### src/rtl/uart_tx_fifo_feeder.sv
// uart_tx_fifo_feeder
// Circular byte FIFO in front of a UART transmitter. Application logic pushes
// bytes with wr_en; a two-state sequencer pops one byte at a time into the
// transmitter's tx_start/tx_din inputs and waits for tx_done_tick before the
// next launch. Writes arriving while the FIFO is full are dropped and flagged.

module uart_tx_fifo_feeder #(
    parameter int DBIT   = 8,
    parameter int ADDR_W = 4
) (
    input  logic              clk,
    input  logic              reset_n,
    input  logic              wr_en,
    input  logic [DBIT-1:0]   wr_data,
    input  logic              tx_done_tick,
    output logic              tx_start,
    output logic [DBIT-1:0]   tx_din,
    output logic              full,
    output logic              empty,
    output logic [ADDR_W:0]   count,
    output logic              busy,
    output logic              overflow
);

    localparam int DEPTH = 1 << ADDR_W;
    localparam logic [ADDR_W:0] FULL_COUNT = {1'b1, {ADDR_W{1'b0}}};

    typedef enum logic {
        ST_IDLE,
        ST_WAIT
    } state_t;

    state_t            state;
    state_t            state_next;
    logic [DBIT-1:0]   mem [DEPTH];
    logic [ADDR_W-1:0] wr_ptr;
    logic [ADDR_W-1:0] rd_ptr;
    logic              wr_accept;
    logic              pop;
    logic              start_next;

    // Occupancy flags come straight from the stored count, so a pop on the
    // same edge never makes room for a write that arrives while full.
    assign full      = (count == FULL_COUNT);
    assign empty     = (count == '0);
    assign busy      = (state == ST_WAIT);
    assign wr_accept = wr_en && !full;

    // State register for the launch sequencer.
    always_ff @(posedge clk) begin
        if (!reset_n) begin
            state <= ST_IDLE;
        end else begin
            state <= state_next;
        end
    end

    // Next-state decode: launch from IDLE whenever bytes are waiting, then
    // park in WAIT until the transmitter reports the end of the stop bit.
    always_comb begin
        state_next = state;
        pop        = 1'b0;
        start_next = 1'b0;
        case (state)
            ST_IDLE: begin
                if (!empty) begin
                    pop        = 1'b1;
                    start_next = 1'b1;
                    state_next = ST_WAIT;
                end
            end
            ST_WAIT: begin
                if (tx_done_tick) begin
                    state_next = ST_IDLE;
                end
            end
            default: begin
                state_next = ST_IDLE;
            end
        endcase
    end

    // Storage array; contents are left untouched by reset because the
    // pointers and count alone decide which entries are valid.
    always_ff @(posedge clk) begin
        if (wr_accept) begin
            mem[wr_ptr] <= wr_data;
        end
    end

    // Pointers, occupancy count and the registered transmitter-facing outputs.
    always_ff @(posedge clk) begin
        if (!reset_n) begin
            wr_ptr   <= '0;
            rd_ptr   <= '0;
            count    <= '0;
            tx_start <= 1'b0;
            tx_din   <= '0;
            overflow <= 1'b0;
        end else begin
            if (wr_accept) begin
                wr_ptr <= wr_ptr + ADDR_W'(1);
            end
            if (pop) begin
                rd_ptr <= rd_ptr + ADDR_W'(1);
                tx_din <= mem[rd_ptr];
            end
            case ({wr_accept, pop})
                2'b10:   count <= count + (ADDR_W+1)'(1);
                2'b01:   count <= count - (ADDR_W+1)'(1);
                default: count <= count;
            endcase
            tx_start <= start_next;
            overflow <= wr_en && full;
        end
    end

endmodule

### config.mk
export PLATFORM = sky130hd
export DESIGN_NAME = uart_tx_fifo_feeder
export DESIGN_NICKNAME = d
export VERILOG_FILES = /design/src/rtl/uart_tx_fifo_feeder.sv
export SDC_FILE = /design/constraint.sdc
export NUM_CORES = 1
export LEC_CHECK = 0
export CORE_MARGIN = 2
export CORE_UTILIZATION = 54
export CTS_CLUSTER_DIAMETER = 200
export DETAILED_ROUTE_END_ITERATION = 12
export PLACE_DENSITY = 0.78
export SLEW_MARGIN = 20
export SYNTH_ARGS = -nofsm -noshare
export SYNTH_HDL_FRONTEND = slang
export SYNTH_SLANG_ARGS = --single-unit
### constraint.sdc
create_clock -name clk -period 2.4 [get_ports clk]
set_input_delay 0.36 -clock clk [delete_from_list [all_inputs] [get_ports clk]]
set_output_delay 0.36 -clock clk [all_outputs]
set_load 0.02 [all_outputs]
# --- Word-level counts from Yosys, hierarchy flattened ---
# Memories as Yosys holds them, arrays and structs flattened. A register that Yosys moved wholly into a read port is not among the register bits.
# Index checks and enable logic that the tools add are counted.
totals:
  ramBits: 128
  inputBits: 12
  memories: 1
  out_inout_bits: 18
  mem_bits_ro: 0
  wordCells: 28
  latch_bits: 0
  ff_bits: 16
classes:
  bitwise: 1
  div: 0
  muxes: 7
  addsub: 4
  reduce_logical: 6
  n_mul: 0
  shift: 0
  n_lt_le_gt_ge: 0
  n_eq_ne: 3
mem_list:
  columns: ["memory", "words", "width", "rd", "rd_ports_with_merged_regs", "wr", "line", "source"]
  rows:
  - ["mem", 16, 8, 1, 1, 1, "35", "logic [DBIT-1:0] mem [DEPTH];"]
ops:
  columns: ["operator", "count"]
  rows:
  - ["5-bit one-hot mux with 2 select lines", 1]
  - ["4-bit by 1-bit adder with 4-bit output (second input constant)", 2]
  - ["5-bit by 1-bit adder with 5-bit output (second input constant)", 1]
  - ["5-bit == test (second input constant)", 1]
  - ["5-bit zero test", 1]
  - ["1-bit 2-to-1 mux", 5]
  - ["5-bit by 1-bit subtractor with 5-bit output (second input constant)", 1]
  - ["2-bit by 1-bit == test with 1-bit output (second input constant)", 1]
  - ["2-bit == test (second input constant)", 1]
  - ["1-bit logical AND", 2]
  - ["1-bit zero test", 2]
  - ["1-bit one-hot mux with 2 select lines", 1]
  - ["2-bit nonzero test", 1]
  - ["1-bit NOT", 1]

# --- Depth between registers and ports, before layout ---
depth:
  depth_word: 5
  depth_mapped: 11
  ltp_nobuf: 11

# --- Worst setup path before layout ---
# No wires, ideal clock.
synth_path:
  kind: "register to register"
  start: "register count[0]"
  end: "register count[4]"
  path_slack_ns: -0.334
  n_path_buf: 1
  setup_ns: 0.118
  period_less_slack_ns: 2.734
  arrival_ns: 2.616
  t_required_ns: 2.282
  path_stages_with_launch: 12
  path_cell_list: "dfxtp_1 > nor4_4 > a21oi_2 > clkbuf_1 > ha_1 > inv_1 > fa_1 > nor2b_1 > o21ai_0 > nand3_1 > or3b_1 > mux2i_1"
synth_via:
  elab_chain_len: 5
  elab_cells_between_ends: 12
  classes_between: "add/sub: 2; eq/ne: 3; mux: 3; reduce/logical: 4"
synth_lines:
  columns: ["item", "line", "source"]
  rows:
  - ["from (decl)", "20", "output logic [ADDR_W:0] count,"]
  - ["from (signal assigned)", "109", "2'b10: count <= count + (ADDR_W+1)'(1);"]
  - ["from (signal assigned)", "110", "2'b01: count <= count - (ADDR_W+1)'(1);"]
  - ["from (signal assigned)", "111", "default: count <= count;"]
  - ["5-bit zero test *", "45", "assign empty = (count == '0);"]
  - ["1-bit 2-to-1 mux *", "66", "if (!empty) begin"]
  - ["1-bit 2-to-1 mux *", "64", "case (state)"]
  - ["named net pop", "39", "logic pop;"]
  - ["2-bit by 1-bit == test with 1-bit output or 2-bit == test (tied branches)", "108", "case ({wr_accept, pop})"]
  - ["5-bit one-hot mux with 2 select lines or 2-bit nonzero test (tied branches)", null, null]
# The timed path passes the listed nets; every way through them passes the cells marked *.
# A chain may end at the register's enable or synchronous reset.

# --- Worst setup path after layout ---
layout_path:
  start: "register count[1]"
  end: "register count[4]"
layout_via:
  elab_chain_len: 5
  elab_cells_between_ends: 12
  classes_between: "add/sub: 2; eq/ne: 3; mux: 3; reduce/logical: 4"
layout_lines:
  columns: ["item", "line"]
  rows:
  - ["5-bit zero test or 5-bit == test (tied branches)", "45, 44"]
  - ["1-bit 2-to-1 mux or 1-bit zero test (tied branches)", "66, 47"]
  - ["1-bit 2-to-1 mux or 1-bit logical AND (tied branches)", "64, 47"]
  - ["2-bit by 1-bit == test with 1-bit output or 2-bit == test (tied branches)", "108"]
  - ["5-bit one-hot mux with 2 select lines or 2-bit nonzero test (tied branches)", null]
# Several ways; a longest one is shown, not always the timed one.

==> results.json <==
{
  "io_buffers": 29,
  "synth_top_cell_area_share": 0.633,
  "postCtsHoldBufs": 0,
  "drive_gt1_frac": 0.159,
  "wirelength_um": 12600,
  "finalClockSkew_ns": 0.00913,
  "n_antenna_cell": 0,
  "cts.htree.levels": 4,
  "coreArea_mm2": 0.0109,
  "cts_inserted_buffers": 17,
  "drv_slew": 0,
  "synth_cell_type_count": 35,
  "cp-end-kind": "flip-flop",
  "syn_avg_cell_area_um2": 15.3,
  "pin_count": 30,
  "die_h_um": 110,
  "fin_ws_ns": -0.00575,
  "fillCellCount": 734,
  "rsz0062_at_grt": "yes",
  "syn_nets": 418,
  "critPathArrivalTime_ns": 2.82,
  "peakVddDrop_mv": 0.690,
  "dp_hpwl_um": 8080,
  "antenna_found_initial": 0,
  "p_total_w": 0.00739,
  "cts.clk_slew.worst_paths_ns": 0.06,
  "hold_ws_ns": 0.445,
  "violations": "negative setup slack",
  "total_leakage_power_nw": 2.39,
  "ys_seq_elements": 152,
  "ys_seq_area_frac": 0.712,
  "drtAntennaViolNets": 0,
  "grt_max_degree": 30,
  "syn_to_final_growth_pct": 20.3,
  "timing.final.crit_share": 1.00,
  "initial_utilization": 0.558,
  "status": "complete, but fails checks",
  "setup_violations": 1,
  "grt_first_pass_wirelength_um": 19400,
  "yosys_warnings": 0,
  "die_w_um": 110,
  "tightest_slew_ns": 0.797,
  "drt_pass1_iterations": 5,
  "finish.utilization": 0.671,
  "hold_path_class": "in2reg",
  "required_ns": 2.81,
  "syn_inst": 396,
  "cp_max_fo": 4,
  "gp_congestion": 0.843,
  "row_count": 38,
  "grt_pass1_vias": 3502,
  "power.density_mw_per_mm2": 1010,
  "synth_top_area_cell": "edfxtp_1",
  "synth_area_mm2": 0.00607,
  "clock-root-buffer": "clkbuf_8",
  "path_class": "reg2reg",
  "synth_area_leaders": "edfxtp_1 63%, mux2i_1 11%, dfxtp_1 7.9%",
  "clk-insertion-delay-late_ns": 0.53,
  "clkSinkCount": 152,
  "clockBufferDepth": 2,
  "critPathLaunchType": "flip-flop",
  "grt_overflow": 0,
  "grtUsageTotal": 0.230,
  "clock.fmax_mhz": 416,
  "hold_violations": 0,
  "place_ws_ns": -0.0538,
  "dieArea_mm2": 0.0121,
  "max-cap-violations": 0,
  "period_needed_ns": 2.41,
  "drt_iter0_drc": 257,
  "drc": 0,
  "cts_tree": "yes",
  "most-common-layout-cells": "128 x edfxtp_1, 66 x mux2i_1, 32 x o22ai_1",
  "viasPerCell": 5.77,
  "final_common_cell": "edfxtp_1",
  "relSlewSlack": 0.467,
  "nets": 474,
  "vias": 3491,
  "wl_per_cell_um": 20.8
}
## sequential cells by signal (all words and copies together) (netlist names)
| signal | flops |
|---|---|
| rd_ptr | 4 |
| busy | 1 |
| count | 5 |
| overflow | 1 |
| mem | 128 |
| wr_ptr | 4 |
| tx_din | 8 |
| tx_start | 1 |
## area by class of cell
cell class	count	area, µm²	share of cell area
Inverter	9	33.8	0.00462
Clock buffer	24	470	0.0644
Tap cell	140	175	0.0240
Timing Repair Buffer	58	531	0.0726
Multi-Input combinational cell	214	1660	0.227
Sequential cell	152	4340	0.594
Clock inverter	8	97.6	0.0134
## critical path, stage by stage, from the launching register on
cell and delay (ns):
dfxtp_4 0.36, nor4_4 0.25, buf_4 0.17, a21boi_4 0.06, inv_2 0.06, ha_4 0.16
inv_2 0.05, fa_2 0.35, nor2b_2 0.16, o21ai_2 0.08, nand3_1 0.09, or3b_4 0.38
mux2i_1 0.12
## metal layers
| layer | global-route usage | up-vias | share of wire |
|---|---|---|---|
| li1 | - | 1622 | - |
| met1 | 0.284 | 1738 | 0.41 |
| met2 | 0.376 | 108 | 0.50 |
| met3 | 0.0811 | 23 | 0.066 |
| met4 | 0.0841 | 0 | 0.023 |
| met5 | 0 | - | 0 |
## timing repair
action,CTS,global route
buffers inserted,1,2
gates cloned,0,0
hold endpoints to repair,0,0
pin swaps,1,0
endpoints found under the setup margin,3,1
resized for setup,4,3
## cells in the mapped netlist
cell	instances
ha_1	9
a21o_1	1
buf_2	10
o21ai_0	12
edfxtp_1	128
nand2_1	12
o22ai_1	32
o21a_1	1
and3_1	1
or3_1	1
and4_1	1
xor2_1	5
nand3_1	2
buf_6	1
clkbuf_1	9
nand2_2	1
nor3_1	4
inv_1	9
a21boi_2	1
a21oi_2	1
dfxtp_1	24
or3b_1	3
nor2_1	14
nand2b_1	2
fa_1	1
and2_1	11
mux2i_1	66
a21oi_1	11
nor4_4	1
nand3b_1	3
nor2b_1	5
nor4_1	8
nand4_1	1
buf_1	1
xnor2_1	4
## final timing paths
kind / cells after the start / start / to / slack (ns)
setup / recovery: 12 / count[1] / count[4] / -0.006
hold / removal: 2 / wr_en / overflow / 0.45
setup reg to reg: 12 / count[1] / count[4] / -0.006
hold reg to reg: 2 / count[4] / count[4] / 0.51
## cell families after synthesis
kind of cell / count (synthesis) / share of synthesized area
AND/OR/NAND/NOR: 70 / 0.0649
flip-flops: 152 / 0.712
multiplexers: 66 / 0.109
adder cells (fa/ha/maj): 10 / 0.0218
AO/OA/AOI/OAI: 59 / 0.0577
buffers and inverters: 30 / 0.0218
XOR/XNOR: 9 / 0.0130
## stage by stage
| stage | std cells | cell area (µm²) | setup TNS (ns) |
|---|---|---|---|
| 2_1_floorplan | 396 | 6130 | 0 |
| 3_3_place_gp | 570 | 6710 | -0.0296 |
| 3_5_place_dp | 570 | 6710 | -0.0838 |
| 4_1_cts | 603 | 7290 | 0 |
| 5_1_grt | 605 | 7310 | -0.0732 |
| 6_report | 605 | 7310 | -0.00575 |
## power breakdown
| group | internal, W | switching (W) | total, W | leakage, nW |
|---|---|---|---|---|
| registers | 0.00305 | 0.000148 | 0.00319 | 1.36 |
| clock network | 0.00156 | 0.000972 | 0.00253 | 0.273 |
| logic | 0.000749 | 0.000918 | 0.00167 | 0.761 |
Power figures use the tool's default switching activity.
